<file path="config.mk">
export PLATFORM = sky130hd
export DESIGN_NAME = spi_phase_seq
export DESIGN_NICKNAME = d
export VERILOG_FILES = /design/src/rtl/spi_phase_seq_pkg.sv /design/src/rtl/spi_phase_seq_timer.sv /design/src/rtl/spi_phase_seq.sv
export SDC_FILE = /design/constraint.sdc
export NUM_CORES = 1
export LEC_CHECK = 0
export ABC_AREA = 1
export BUFFER_PORTS_ARGS = -buffer_cell sky130_fd_sc_hd__buf_2
export CAP_MARGIN = 15
export CORE_AREA = 2 2 40 42
export CTS_BUF_LIST = sky130_fd_sc_hd__clkbuf_2 sky130_fd_sc_hd__clkbuf_4 sky130_fd_sc_hd__clkbuf_8
export CTS_CLUSTER_DIAMETER = 80
export DETAILED_ROUTE_END_ITERATION = 7
export DIE_AREA = 0 0 42 44
export PLACE_DENSITY = 0.81
export SLEW_MARGIN = 20
export SYNTH_ARGS = -nofsm -noshare
export SYNTH_HDL_FRONTEND = slang
export SYNTH_SLANG_ARGS = --single-unit
export TNS_END_PERCENT = 5
</file>
<file path="constraint.sdc">
create_clock -name i_clk -period 2.3 [get_ports i_clk]
set_input_delay 0.345 -clock i_clk [delete_from_list [all_inputs] [get_ports i_clk]]
set_output_delay 0.345 -clock i_clk [all_outputs]
set_load 0.05 [all_outputs]
</file>
<file path="src/rtl/spi_phase_seq_pkg.sv">
// Shared types for the SPI phase sequencer: FSM state encoding and the
// phase-index width helper.
package spi_phase_seq_pkg;

  typedef enum logic [2:0] {
    S_IDLE,
    S_LAUNCH,
    S_WAIT,
    S_FIN,
    S_ERR
  } state_e;

  // Width of an index over n items, never narrower than one bit.
  function automatic int PHASE_W(input int n);
    return (n > 1) ? $clog2(n) : 1;
  endfunction

endpackage

</file>
<file path="src/rtl/spi_phase_seq_timer.sv">
// Per-phase watchdog for spi_phase_seq: cleared on phase launch, counts while
// the phase waits, flags expiry on the cycle the count reaches TIMEOUT-1.
module spi_phase_seq_timer
  import spi_phase_seq_pkg::*;
#(
  parameter int TIMEOUT = 27_000_000
) (
  input  logic i_clk,
  input  logic i_rst,
  input  logic i_clear,
  input  logic i_enable,
  output logic o_expired
);

  localparam int CNT_W = PHASE_W(TIMEOUT);
  localparam logic [CNT_W-1:0] CNT_LAST = CNT_W'(TIMEOUT - 1);

  logic [CNT_W-1:0] cnt_q;
  logic [CNT_W-1:0] cnt_d;

  assign o_expired = i_enable && (cnt_q == CNT_LAST);

  always_comb begin
    cnt_d = cnt_q;
    if (i_clear) begin
      cnt_d = '0;
    end else if (i_enable && !o_expired) begin
      cnt_d = cnt_q + 1'b1;
    end
  end

  always_ff @(posedge i_clk or posedge i_rst) begin
    if (i_rst) begin
      cnt_q <= '0;
    end else begin
      // NOTE: sequential state uses non-blocking assignment so every flop samples pre-edge values.
      cnt_q <= cnt_d;
    end
  end

endmodule

</file>
<file path="src/rtl/spi_phase_seq.sv">
// Sequences NUM_PHASES client blocks onto one SPI panel link: launches each
// client in turn, muxes its SPI lines, optionally loops back to LOOP_FROM.
// Define SPI_PHASE_SEQ_TIMEOUT_EN to compile in the per-phase watchdog.
module spi_phase_seq
  import spi_phase_seq_pkg::*;
#(
  parameter int NUM_PHASES = 3,
  parameter int LOOP_FROM  = NUM_PHASES - 1,
  parameter int TIMEOUT    = 27_000_000
) (
  input  logic                           i_clk,
  input  logic                           i_rst,
  input  logic                           i_go,
  input  logic                           i_repeat,
  input  logic                           i_abort,
  input  logic [NUM_PHASES-1:0]          i_done,
  input  logic [NUM_PHASES-1:0]          i_mosi,
  input  logic [NUM_PHASES-1:0]          i_dc,
  input  logic [NUM_PHASES-1:0]          i_cs,
  output logic [NUM_PHASES-1:0]          o_start,
  output logic                           o_mosi,
  output logic                           o_dc,
  output logic                           o_cs,
  output logic [PHASE_W(NUM_PHASES)-1:0] o_phase,
  output logic                           o_busy,
  output logic                           o_fin,
  output logic                           o_err
);

  localparam int PW = PHASE_W(NUM_PHASES);
  localparam logic [PW-1:0] LAST_PHASE = PW'(NUM_PHASES - 1);
  localparam logic [PW-1:0] LOOP_PHASE = PW'(LOOP_FROM);

  if (NUM_PHASES < 1 || NUM_PHASES > 16 || LOOP_FROM < 0 ||
      LOOP_FROM >= NUM_PHASES || TIMEOUT < 1) begin : g_bad_cfg
    $error("spi_phase_seq: parameter out of range");
  end

  state_e                state_q, state_d;
  logic [PW-1:0]         phase_q, phase_d;
  logic [NUM_PHASES-1:0] start_q, start_d;
  logic                  busy_q;
  logic                  fin_q;
  logic                  expired;

`ifdef SPI_PHASE_SEQ_TIMEOUT_EN
  logic err_q;

  spi_phase_seq_timer #(
    .TIMEOUT (TIMEOUT)
  ) u_timer (
    .i_clk     (i_clk),
    .i_rst     (i_rst),
    .i_clear   (state_q == S_LAUNCH),
    .i_enable  (state_q == S_WAIT),
    .o_expired (expired)
  );

  assign o_err = err_q;
`else
  assign expired = 1'b0;
  assign o_err   = 1'b0;
`endif

  always_comb begin
    // NOTE: every always_comb output gets a default first so no path can infer a latch.
    state_d = state_q;
    phase_d = phase_q;
    start_d = '0;
    if (i_abort) begin
      state_d = S_IDLE;
      phase_d = '0;
    end else begin
      case (state_q)
        S_IDLE, S_FIN, S_ERR: begin
          if (i_go) begin
            state_d = S_LAUNCH;
            phase_d = '0;
          end
        end
        S_LAUNCH: begin
          start_d[phase_q] = 1'b1;
          state_d          = S_WAIT;
        end
        S_WAIT: begin
          // A done in the expiry cycle still advances normally.
          if (i_done[phase_q]) begin
            if (phase_q != LAST_PHASE) begin
              phase_d = phase_q + 1'b1;
              state_d = S_LAUNCH;
            end else if (i_repeat) begin
              phase_d = LOOP_PHASE;
              state_d = S_LAUNCH;
            end else begin
              state_d = S_FIN;
            end
          end else if (expired) begin
            state_d = S_ERR;
          end
        end
        default: state_d = S_IDLE;
      endcase
    end
  end

  always_ff @(posedge i_clk or posedge i_rst) begin
    if (i_rst) begin
      state_q <= S_IDLE;
      phase_q <= '0;
      start_q <= '0;
      busy_q  <= 1'b0;
      fin_q   <= 1'b0;
`ifdef SPI_PHASE_SEQ_TIMEOUT_EN
      err_q   <= 1'b0;
`endif
    end else begin
      state_q <= state_d;
      phase_q <= phase_d;
      start_q <= start_d;
      busy_q  <= (state_d == S_LAUNCH) || (state_d == S_WAIT);
      fin_q   <= (state_d == S_FIN);
`ifdef SPI_PHASE_SEQ_TIMEOUT_EN
      err_q   <= (state_d == S_ERR);
`endif
    end
  end

  // The panel sees the selected client only while a phase is live; idle bus is CS high.
  assign o_mosi  = busy_q ? i_mosi[phase_q] : 1'b0;
  assign o_dc    = busy_q ? i_dc[phase_q]   : 1'b0;
  assign o_cs    = busy_q ? i_cs[phase_q]   : 1'b1;
  assign o_start = start_q;
  assign o_phase = phase_q;
  assign o_busy  = busy_q;
  assign o_fin   = fin_q;

endmodule

</file>
**After elaboration in Yosys (flattened, before gate mapping)**

Index checks and enable logic that the tools add are counted.

- Add/subtract/negate cells: 1
- Order comparisons: 2
- Equal/unequal tests: 11
- Multiplexer cells: 27
- Reduce and logical (&&, ||, !) cells: 6

Operator list:

| operator | number |
|---|---|
| $mux 3 | 5 |
| $mux 2 | 7 |
| $eq 3x2->1 const B | 4 |
| $pmux 3 s3 | 1 |
| $bmux 1 s2 | 4 |
| $mux 1 | 8 |
| $eq 3x1->1 const B | 2 |
| $ne 3x3->1 const B | 2 |
| $ne 4x4->1 const B | 1 |
| $pmux 2 s2 | 1 |
| $reduce_and 4->1 | 1 |
| $eq 3x3->1 const B | 1 |
| $logic_not 3->1 | 1 |
| $lt 2x3->1 const B | 1 |
| $reduce_bool 3->1 | 1 |
| $reduce_or 3->1 | 1 |
| $add 2x1->2 const B | 1 |
| $demux 1 s2 | 1 |
| $ge 2x1->1 const B | 1 |
| $ne 2x2->1 const B | 1 |
| $logic_and 1x1->1 | 1 |
| $logic_or 1x1->1 | 1 |

- Bits in registers: 10
- Bits of input ports: 17
- Output and inout bits: 11
- Logic and storage cells: 52

**Logic depth before layout (Yosys ltp)**

Gate-level depths: netlist (run 1).

- Depth after elaboration: 7
- Mapped depth: 9
- Mapped depth without buffers: 9

**Worst setup path after synthesis (run 1)**

No wires, ideal clock.

- Path type: register -> output
- Start point: reg phase_q[1] (netlist: o_phase[1])
- End point: out o_cs
- Data arrival time: 1806 ps
- Required time: 1955 ps
- Path slack: 149 ps
- Cell stages (with the launch flop): 5
- Path buffers: 1
- Cell sequence: dfrtp_1 buf_4 inv_1 o21ai_0 o211ai_1

- Longest elaborated chain between the ends: 3

RTL lines:

| element | RTL line | source |
|---|---|---|
| from (decl) | spi_phase_seq.sv:40 | `logic [PW-1:0] phase_q, phase_d;` |
| from (signal assigned) | spi_phase_seq.sv:118 | `phase_q <= phase_d;` |
| $bmux 1 s2 | spi_phase_seq.sv:131 | `assign o_cs = busy_q ? i_cs[phase_q] : 1'b1;` |
| $mux 1 (not written as such) | spi_phase_seq.sv:131 |  |
| $mux 1 | spi_phase_seq.sv:131 |  |
| to (decl) | spi_phase_seq.sv:23 | `output logic o_cs,` |

No other way between the ends. The select of a mux whose other input is x is not followed.

**Final worst setup path (run 1)**

Ends and elaborated chain as after synthesis.

==> results.json, run 1 <==
{
  "status": "completed",
  "core_um2": 1420,
  "synth_edf_count": 0,
  "p_int_uw": 332,
  "antenna_found_initial": 0,
  "ys_types": 23,
  "area_growth_pct": 23.0,
  "cpPeakStageDelay_ns": 0.48,
  "p_leak_nw": 0.490,
  "grtUsageTotal_pct": 17.6,
  "powerDensity_nw_per_um2": 617,
  "insertion_delay_ns": 0.26,
  "synth_top_cell_area_share_pct": 36.0,
  "required_ns": 1.96,
  "grt_max_degree": 11,
  "holdWs_ns": 0.0528,
  "rr_worst_depth": 9,
  "finClkSkew_ns": 0.00211,
  "drtPass1Iterations": 4,
  "ctsResizeCount": 0,
  "synthArstFlopShare_pct": 100,
  "place_congestion": 0.877,
  "synthCells": 94,
  "reg2reg_to": "o_busy",
  "finalSetupTns_ns": 0,
  "numCtsBuffers": 3,
  "dp_hpwl_um": 1140,
  "synth_area_um2": 696,
  "worstPathCellList": "inv_1, o21ai_0, o211ai_1, buf_2",
  "portBuffers": 26,
  "r2r_start": "o_phase[0]",
  "cts-root-buf": "clkbuf_4",
  "die_w_um": 42,
  "ys_seq_elements": 10,
  "final_nets": 142,
  "worstPathArrival_ns": 1.48,
  "ios": 28,
  "crit_type": "reg2out",
  "critical_path_buf_inv_count": 2,
  "tritoncts": "built",
  "num_vias": 671,
  "vdd_drop_max_mv": 0.563,
  "syn-num-nets": 114,
  "drv_slew": 0,
  "hold_viol": 0,
  "p_seq_share_pct": 37.4,
  "fmax_mhz": 547,
  "layout-drive-gt1-share_pct": 36.4,
  "cp-end-kind": "output pin",
  "ys_seq_area_share_pct": 36.0,
  "synth_warnings": 0,
  "ys_top_cells_by_count": "nand2_1, inv_1, dfrtp_1, nand3_1, nor2_1",
  "post-cts-setup-buffers": 0,
  "post_drt_wl_per_cell_um": 10.2,
  "period_minus_slack_ns": 1.83,
  "htreeDepth": 1,
  "routed_wl_um": 1400,
  "rsz0062_at_grt": "false",
  "fin_ws_ns": 0.473,
  "cpLargestDelayFamily": "flip-flops",
  "clkPwrFrac_pct": 29.3,
  "yosys_most_used_dff": "dfrtp_1",
  "synthMostInstantiatedCell": "nand2_1",
  "yosysTopAreaCell": "dfrtp_1",
  "synth_area_leaders": "dfrtp_1, nand2_1, nand3_1",
  "start_util_pct": 49.0,
  "combPwrFrac_pct": 33.3,
  "pre_cts_ws_ns": 0.747,
  "p_switching_uw": 195,
  "final-setup-viol-count": 0,
  "std_cell_rows": 14,
  "grt_pass1_wl_um": 2430,
  "finalCritPeriodShare_pct": 79.5,
  "cts_buffer_depth": 2,
  "drcViolationCount": 0,
  "cts-hold-fix-buffers": 0,
  "slowest_stage": "dfrtp_1",
  "grt_pass1_vias": 597,
  "drtIter0Drc": 12,
  "synth.avg_cell_area_um2": 7.40,
  "die_area_um2": 1850,
  "cp_max_fo": 10,
  "antenna_cells_inserted": 0,
  "cap_viol_max_count": 0,
  "hp-class": "in2async",
  "die_y_um": 44,
  "startpoint_type": "register",
  "r2r_slack_ns": 0.74,
  "grt.overflow.total": 0,
  "ant_nets": 0,
  "clock-sinks": 10,
  "swShare_pct": 37.0,
  "via_per_inst": 4.90,
  "clk_pin_slew_ns": 0.06
}
## through the flow
stage               util [%]  power [mW]  cell area [µm²]  std cells
floorplan                  -       0.337              696         94
global placement        57.8       0.374              820        133
detailed placement      57.8       0.376              820        133
CTS                     60.3       0.538              856        137
global route            60.3       0.566              856        137
finish                  60.3       0.528              856        137
## kinds of logic (layout without fill, tap and decap cells)
kind of cell | after synthesis | count (layout) | synth area share [%]
AND/OR/NAND/NOR | 51 | 51 | 36.0
adder cells (fa/ha/maj) | 3 | 3 | 5.40
flip-flops | 10 | 10 | 36.0
other | 1 | 1 | 0.539
buffers and inverters | 20 | 47 | 13.1
AO/OA/AOI/OAI | 9 | 9 | 8.99
## state kept, by name (all words and copies together), names as in the netlist
register and flops:
o_busy 1, o_fin 1, o_phase 2, o_start 3
state_q 3
## cell usage in the layout (no fill, tap or decap), types with 3 or more instances in the layout
cell type and n:
nand4_1 5, a21oi_1 3, nand2_2 6, o21ai_0 3, nand2_1 15, nand3_1 10
dfrtp_1 10, nor2_1 8, inv_2 3, buf_2 26, inv_1 13, nor3_1 3
clkbuf_4 3, ha_1 3
## layout make-up
cell class | instances | area, µm²
fillers | 129 | 563
inverters | 17 | 65.1
repair buffers | 26 | 130
multi-input cells | 64 | 354
flip-flops and latches | 10 | 250
well taps | 16 | 20.0
clock buffers | 4 | 36.3
## metal layers
layer	vias to the layer above	track usage (%)	wire, µm
li1	355	-	-
met2	16	27.8	677
met3	2	6.25	67
met1	298	22.6	644
met4	0	5.81	12
met5	-	0	0
## how the worst max path moves through the flow
stage / to / slack [ns] / start / cells after the start
final: o_cs / 0.47 / o_phase[1] / 4
after global routing: o_cs / 0.35 / o_phase[1] / 4
after detailed placement: o_busy / 0.75 / o_phase[0] / 9
after global placement: o_cs / 0.75 / o_phase[1] / 4
after CTS: o_cs / 0.47 / o_phase[1] / 4
after floorplan: o_cs / 0.15 / o_phase[1] / 4
## power groups by stage
stage                     Sequential, mW  Clock (mW)  Combinational [mW]
after detailed placement           0.201           0               0.175
after global routing               0.200       0.174               0.193
final                              0.197       0.155               0.176
after floorplan                    0.226           0               0.111
after global placement             0.200           0               0.174
after CTS                          0.197       0.164               0.176
Note: power is estimated with default switching activity, not from simulation.
==> inputs of run 2 (changes only) <==
--- a/config.mk
+++ b/config.mk
@@ -5,15 +5,15 @@
 export SDC_FILE = /design/constraint.sdc
 export NUM_CORES = 1
 export LEC_CHECK = 0
-export ABC_AREA = 1
+export ABC_AREA = 0
 export BUFFER_PORTS_ARGS = -buffer_cell sky130_fd_sc_hd__buf_2
 export CAP_MARGIN = 15
-export CORE_AREA = 2 2 40 42
+export CORE_AREA = 2 2 43 45
 export CTS_BUF_LIST = sky130_fd_sc_hd__clkbuf_2 sky130_fd_sc_hd__clkbuf_4 sky130_fd_sc_hd__clkbuf_8
 export CTS_CLUSTER_DIAMETER = 80
 export DETAILED_ROUTE_END_ITERATION = 7
-export DIE_AREA = 0 0 42 44
-export PLACE_DENSITY = 0.81
+export DIE_AREA = 0 0 45 47
+export PLACE_DENSITY = 0.74
 export SLEW_MARGIN = 20
 export SYNTH_ARGS = -nofsm -noshare
 export SYNTH_HDL_FRONTEND = slang
==> constraint.sdc (replaced) <==
create_clock -name i_clk -period 1.55 [get_ports i_clk]
set_input_delay 0.2325 -clock i_clk [delete_from_list [all_inputs] [get_ports i_clk]]
set_output_delay 0.2325 -clock i_clk [all_outputs]
set_load 0.05 [all_outputs]
==> run 2 against run 1 <==
  * The run now ends with negative setup slack left
  * Die area is 14% higher
  * Global-route usage is 1.3 points lower
  * Setup slack worse by 0.58 ns
  * Combinational power is 3% higher
  * Design area is 10% higher
  * Critical endpoint is now o_dc
  * Largest power group unchanged
==> results.json, run 2 <==
{
  "synth_warnings": 0,
  "synthCells": 76,
  "synth_top_cell_area_share_pct": 36.2,
  "cpPeakStageDelay_ns": 0.46,
  "synth_edf_count": 0,
  "hold_viol": 0,
  "tritoncts": "built",
  "yosys_most_used_dff": "dfrtp_1",
  "synthArstFlopShare_pct": 100,
  "pre_cts_ws_ns": 0.0213,
  "drtPass1Iterations": 4,
  "crit_type": "reg2out",
  "place_congestion": 0.868,
  "cts-root-buf": "clkbuf_4",
  "seqCellArea_um2": 253,
  "yosysTopAreaCell": "dfrtp_1",
  "ys_seq_area_share_pct": 36.2,
  "layout_common_cells": "buf_2, dfrtp_1, buf_4",
  "cp-startpoint": "o_phase[0]",
  "finalCritPeriodShare_pct": 107,
  "mostFrequentLayoutCell": "buf_2",
  "status": "finished, violations left",
  "critical_path_buf_inv_count": 2,
  "numCtsBuffers": 3,
  "post_drt_wl_per_cell_um": 13.8,
  "antenna_found_initial": 0,
  "slowest_stage": "dfrtp_2",
  "final_nets": 130,
  "ant_nets": 0,
  "std_cell_rows": 15,
  "cap_viol_max_count": 0,
  "startpoint_type": "register",
  "powerDensity_nw_per_um2": 755,
  "fmax_mhz": 603,
  "violations": "negative setup slack",
  "grt.overflow.total": 0,
  "antenna_cells_inserted": 0,
  "drcViolationCount": 0,
  "cpLargestDelayFamily": "flip-flops",
  "rsz0062_at_grt": "true",
  "die_w_um": 45,
  "portBuffers": 26,
  "grt_pass1_wl_um": 2420,
  "cts_buffer_depth": 2,
  "r2r_start": "o_phase[0]",
  "postLayoutCellArea_um2": 942,
  "instances_no_fill": 126,
  "core_um2": 1650,
  "via_per_inst": 5.52,
  "clock-sinks": 10,
  "syn-num-nets": 96,
  "grt_pass1_vias": 589,
  "routed_wl_um": 1740,
  "htreeDepth": 1,
  "synthMostInstantiatedCell": "dfrtp_1",
  "synth.avg_cell_area_um2": 9.10,
  "hp-class": "in2reg",
  "required_ns": 1.32,
  "grt_max_degree": 13,
  "layout-drive-gt1-share_pct": 44.0,
  "grtUsageTotal_pct": 16.3,
  "cp_max_fo": 7,
  "dp_hpwl_um": 1140,
  "finClkSkew_ns": 0.00880,
  "worstPathCellList": "buf_4, mux2i_1, o21ai_1, and2_1, buf_6",
  "dp.cells": 116,
  "die_area_um2": 2120,
  "worstPathArrival_ns": 1.43,
  "worstHoldStart": "i_go",
  "p_leak_nw": 0.461,
  "fill_cells": 145,
  "ys_types": 35,
  "die_y_um": 47,
  "cp-end-kind": "output pin",
  "clk_pin_slew_ns": 0.07,
  "multi_input_area_um2": 409,
  "start_util_pct": 41.9,
  "period_minus_slack_ns": 1.66,
  "ys_seq_elements": 10,
  "vdd_drop_max_mv": 0.490,
  "synth_area_um2": 692,
  "ios": 28,
  "drtIter0Drc": 18,
  "fin_ws_ns": -0.108,
  "insertion_delay_ns": 0.28,
  "synth_area_leaders": "dfrtp_1, mux2i_1, ha_1",
  "drv_slew": 0,
  "ys_top_cells_by_count": "dfrtp_1, nand2_1, mux2i_1, nand3_1, inv_1",
  "area_growth_pct": 36.2,
  "num_vias": 695,
  "final-setup-viol-count": 5,
  "r2r_slack_ns": -0.04,
  "dpl_cell_area_um2": 828
}
run 2: repair_timing:
item	4_1_cts	5_1_grt
pin swaps	5	0
hold buffers	1	0
endpoints found under the hold margin	10	0
cloned	0	0
setup endpoints to repair	3	7
gates resized for setup	9	2
setup buffers	4	1
run 2: through the flow:
| step | util, % | setup TNS (ns) | hold slack, ns | power (mW) |
|---|---|---|---|---|
| finish | 57.0 | -0.305 | 0.196 | 0.711 |
| global route | 57.0 | -0.622 | 0.205 | 0.743 |
| CTS | 56.0 | -0.274 | 0.187 | 0.710 |
| detailed placement | 50.2 | 0 | 0.228 | 0.451 |
| global placement | 50.2 | 0 | 0.223 | 0.449 |
| floorplan | - | -0.897 | 0.0726 | 0.408 |
run 2: cell type report:
class / instances / area share (%)
flip-flops and latches: 10 / 26.8
multi-input cells: 57 / 43.4
well taps: 17 / 2.26
repair buffers: 34 / 22.0
inverters: 4 / 1.59
clock buffers: 4 / 3.85
run 2: report_power, final:
group          leakage (nW)  internal [mW]  total, mW  switching (mW)
registers             0.133          0.271      0.285          0.0149
logic                 0.307         0.0734      0.182           0.109
clock network        0.0210          0.143      0.244           0.101
run 2: layer usage:
| layer | track usage, % | wire [µm] | vias up |
|---|---|---|---|
| met5 | 0 | 0 | - |
| met4 | 8.24 | 25 | 0 |
| met2 | 27.7 | 911 | 32 |
| met3 | 4.62 | 105 | 2 |
| li1 | - | - | 336 |
| met1 | 18.9 | 696 | 325 |
run 2: path summary, 6_finish.rpt:
path,cells past startpoint,to
max,5,o_dc
min,2,state_q[2]
max reg2reg,6,state_q[1]
min reg2reg,1,state_q[1]
max in group asynchronous,3,o_phase[0]
min in group asynchronous,3,o_start[0]
run 2: cells by family after synthesis:
kind of cell | synth area share, %
adder cells (fa/ha/maj) | 5.43
flip-flops | 36.2
buffers and inverters | 6.69
multiplexers | 7.23
other | 0.542
AND/OR/NAND/NOR | 26.9
AO/OA/AOI/OAI | 17.0
==> inputs of run 3 (changes only) <==
--- a/config.mk
+++ b/config.mk
@@ -13,7 +13,7 @@
 export CTS_CLUSTER_DIAMETER = 80
 export DETAILED_ROUTE_END_ITERATION = 7
 export DIE_AREA = 0 0 45 47
-export PLACE_DENSITY = 0.74
+export PLACE_DENSITY = 0.71
 export SLEW_MARGIN = 20
 export SYNTH_ARGS = -nofsm -noshare
 export SYNTH_HDL_FRONTEND = slang
==> run 3 against run 2 <==
  * The flow still finishes with violations (negative setup slack)
  * Critical endpoint is now o_cs
  * Sequential power is essentially flat
  * Global-route usage grew 0.31 points
  * Largest cell class unchanged
  * Register-to-register slack gained 0.02 ns
  * Combinational power grew 8%
  * Maximum frequency grew 2.7%
  * First-iteration DRC count grew 11%
  * Setup slack gained 0.043 ns
  * Die area is the same
  * Cell count grew 3.2%
  * Critical path type unchanged
  * Power shrank 2.5%
  * Non-clock buffer count grew 4
==> results.json, run 3 (synthesis results as in run 2) <==
{
  "status": "finished, violations left",
  "violations": "negative setup slack",
  "clk_pin_slew_ns": 0.07,
  "grt_pass1_wl_um": 2550,
  "final_util_pct": 58.3,
  "p_leak_nw": 0.475,
  "fin_ws_ns": -0.0648,
  "dp_hpwl_um": 1180,
  "vdd_drop_max_mv": 0.634,
  "rsz0062_at_grt": "true",
  "fmax_mhz": 619,
  "grt_max_degree": 11,
  "hold-path-cell-count": 2,
  "layout-drive-gt1-share_pct": 45.1,
  "p_switching_uw": 223,
  "combPwrFrac_pct": 28.5,
  "routed_wl_um": 1780,
  "fill_cells": 144,
  "finalSetupTns_ns": -0.171,
  "slowest_stage": "dfrtp_2",
  "seqCellArea_um2": 253,
  "finClkSkew_ns": 0.00663,
  "grtUsageTotal_pct": 16.6,
  "period_minus_slack_ns": 1.61,
  "std_cell_rows": 15,
  "cts_buffer_depth": 2,
  "hold_viol": 0,
  "p_seq_share_pct": 41.1,
  "p_total_uw": 693,
  "dp.cells": 118,
  "swShare_pct": 32.2,
  "multi_input_area_um2": 398,
  "p_int_uw": 470,
  "ios": 28,
  "instances_no_fill": 130,
  "layout_common_cells": "buf_2, buf_4, dfrtp_1",
  "cp_max_fo": 6,
  "postLayoutCellArea_um2": 962,
  "startpoint_type": "register",
  "numCtsBuffers": 3,
  "htreeDepth": 1,
  "drtPass1Iterations": 4,
  "insertion_delay_ns": 0.27,
  "drcViolationCount": 0,
  "finalCritPeriodShare_pct": 104,
  "cts-root-buf": "clkbuf_4",
  "place_congestion": 0.839,
  "path_common_cell": "buf_4",
  "start_util_pct": 41.9,
  "num_vias": 705,
  "grt.overflow.total": 0,
  "pre_cts_ws_ns": 0.0685,
  "die_area_um2": 2120,
  "final_nets": 134,
  "die_y_um": 47,
  "drtIter0Drc": 20,
  "final-setup-viol-count": 4,
  "clkPwrFrac_pct": 30.5,
  "portBuffers": 26,
  "cp-end-kind": "output pin",
  "antenna_found_initial": 0,
  "die_w_um": 45,
  "tritoncts": "built",
  "core_um2": 1650,
  "cap_viol_max_count": 0,
  "grt_pass1_vias": 617,
  "worstPathArrival_ns": 1.38,
  "rr_worst_depth": 5,
  "antenna_cells_inserted": 0,
  "mostFrequentLayoutCell": "buf_2",
  "hp-class": "in2reg",
  "powerDensity_nw_per_um2": 721,
  "cpPeakStageDelay_ns": 0.45,
  "crit_type": "reg2out",
  "post_drt_wl_per_cell_um": 13.7,
  "drv_slew": 0,
  "holdWs_ns": 0.204,
  "ant_nets": 0,
  "worstPathCellList": "buf_4, mux2i_1, o211ai_1, buf_4",
  "via_per_inst": 5.42,
  "dpl_cell_area_um2": 843,
  "area_growth_pct": 39.1,
  "required_ns": 1.32,
  "clock-sinks": 10
}
[run 3: cell type report]
| class | count | share of cell area, % |
|---|---|---|
| Tap cell | 17 | 2.21 |
| Inverter | 4 | 1.56 |
| Sequential cell | 10 | 26.3 |
| Clock buffer | 4 | 3.12 |
| Timing Repair Buffer | 38 | 25.5 |
| Multi-Input combinational cell | 57 | 41.4 |
[run 3: routing by layer]
metal	routed length (µm)	vias to the layer above	share of wire, %	GRT usage [%]
met3	95	4	5.3	4.62
met5	0	-	0	0
met4	25	0	1.4	7.65
met2	955	34	54	28.3
li1	-	346	-	-
met1	703	321	39	19.5
[run 3: what timing repair did]
item / CTS / global route
pin swaps: 3 / 1
gates resized for setup: 9 / 2
cloned: 0 / 0
endpoints found under the setup margin: 3 / 6
hold buffers: 1 / 0
buffers inserted: 4 / 3
hold endpoints to repair: 10 / 0
[run 3: critical path: cells and delay by family (launching register included)]
family | cells | cell delay (ns)
DFF | 1 | 0.45
buffers and inverters | 2 | 0.37
AOI/OAI and AO/OA | 1 | 0.16
muxes | 1 | 0.13
[run 3: final timing paths]
kind                                    to  slack, ns       start
worst max-delay path                  o_cs      -0.06  o_phase[0]
worst min-delay path            state_q[2]       0.20        i_go
worst max register to register  state_q[1]      -0.02  o_phase[0]
worst min register to register  state_q[1]       0.62  state_q[2]
max in group asynchronous       o_phase[0]       0.77       i_rst
min in group asynchronous       state_q[2]       0.48       i_rst
[run 3: power by group through the flow]
stage	Combinational [mW]	Clock, mW	Sequential (mW)
after floorplan	0.106	0	0.302
after global placement	0.166	0	0.289
after detailed placement	0.167	0	0.290
after CTS	0.184	0.214	0.284
after global routing	0.215	0.225	0.286
final	0.197	0.211	0.285
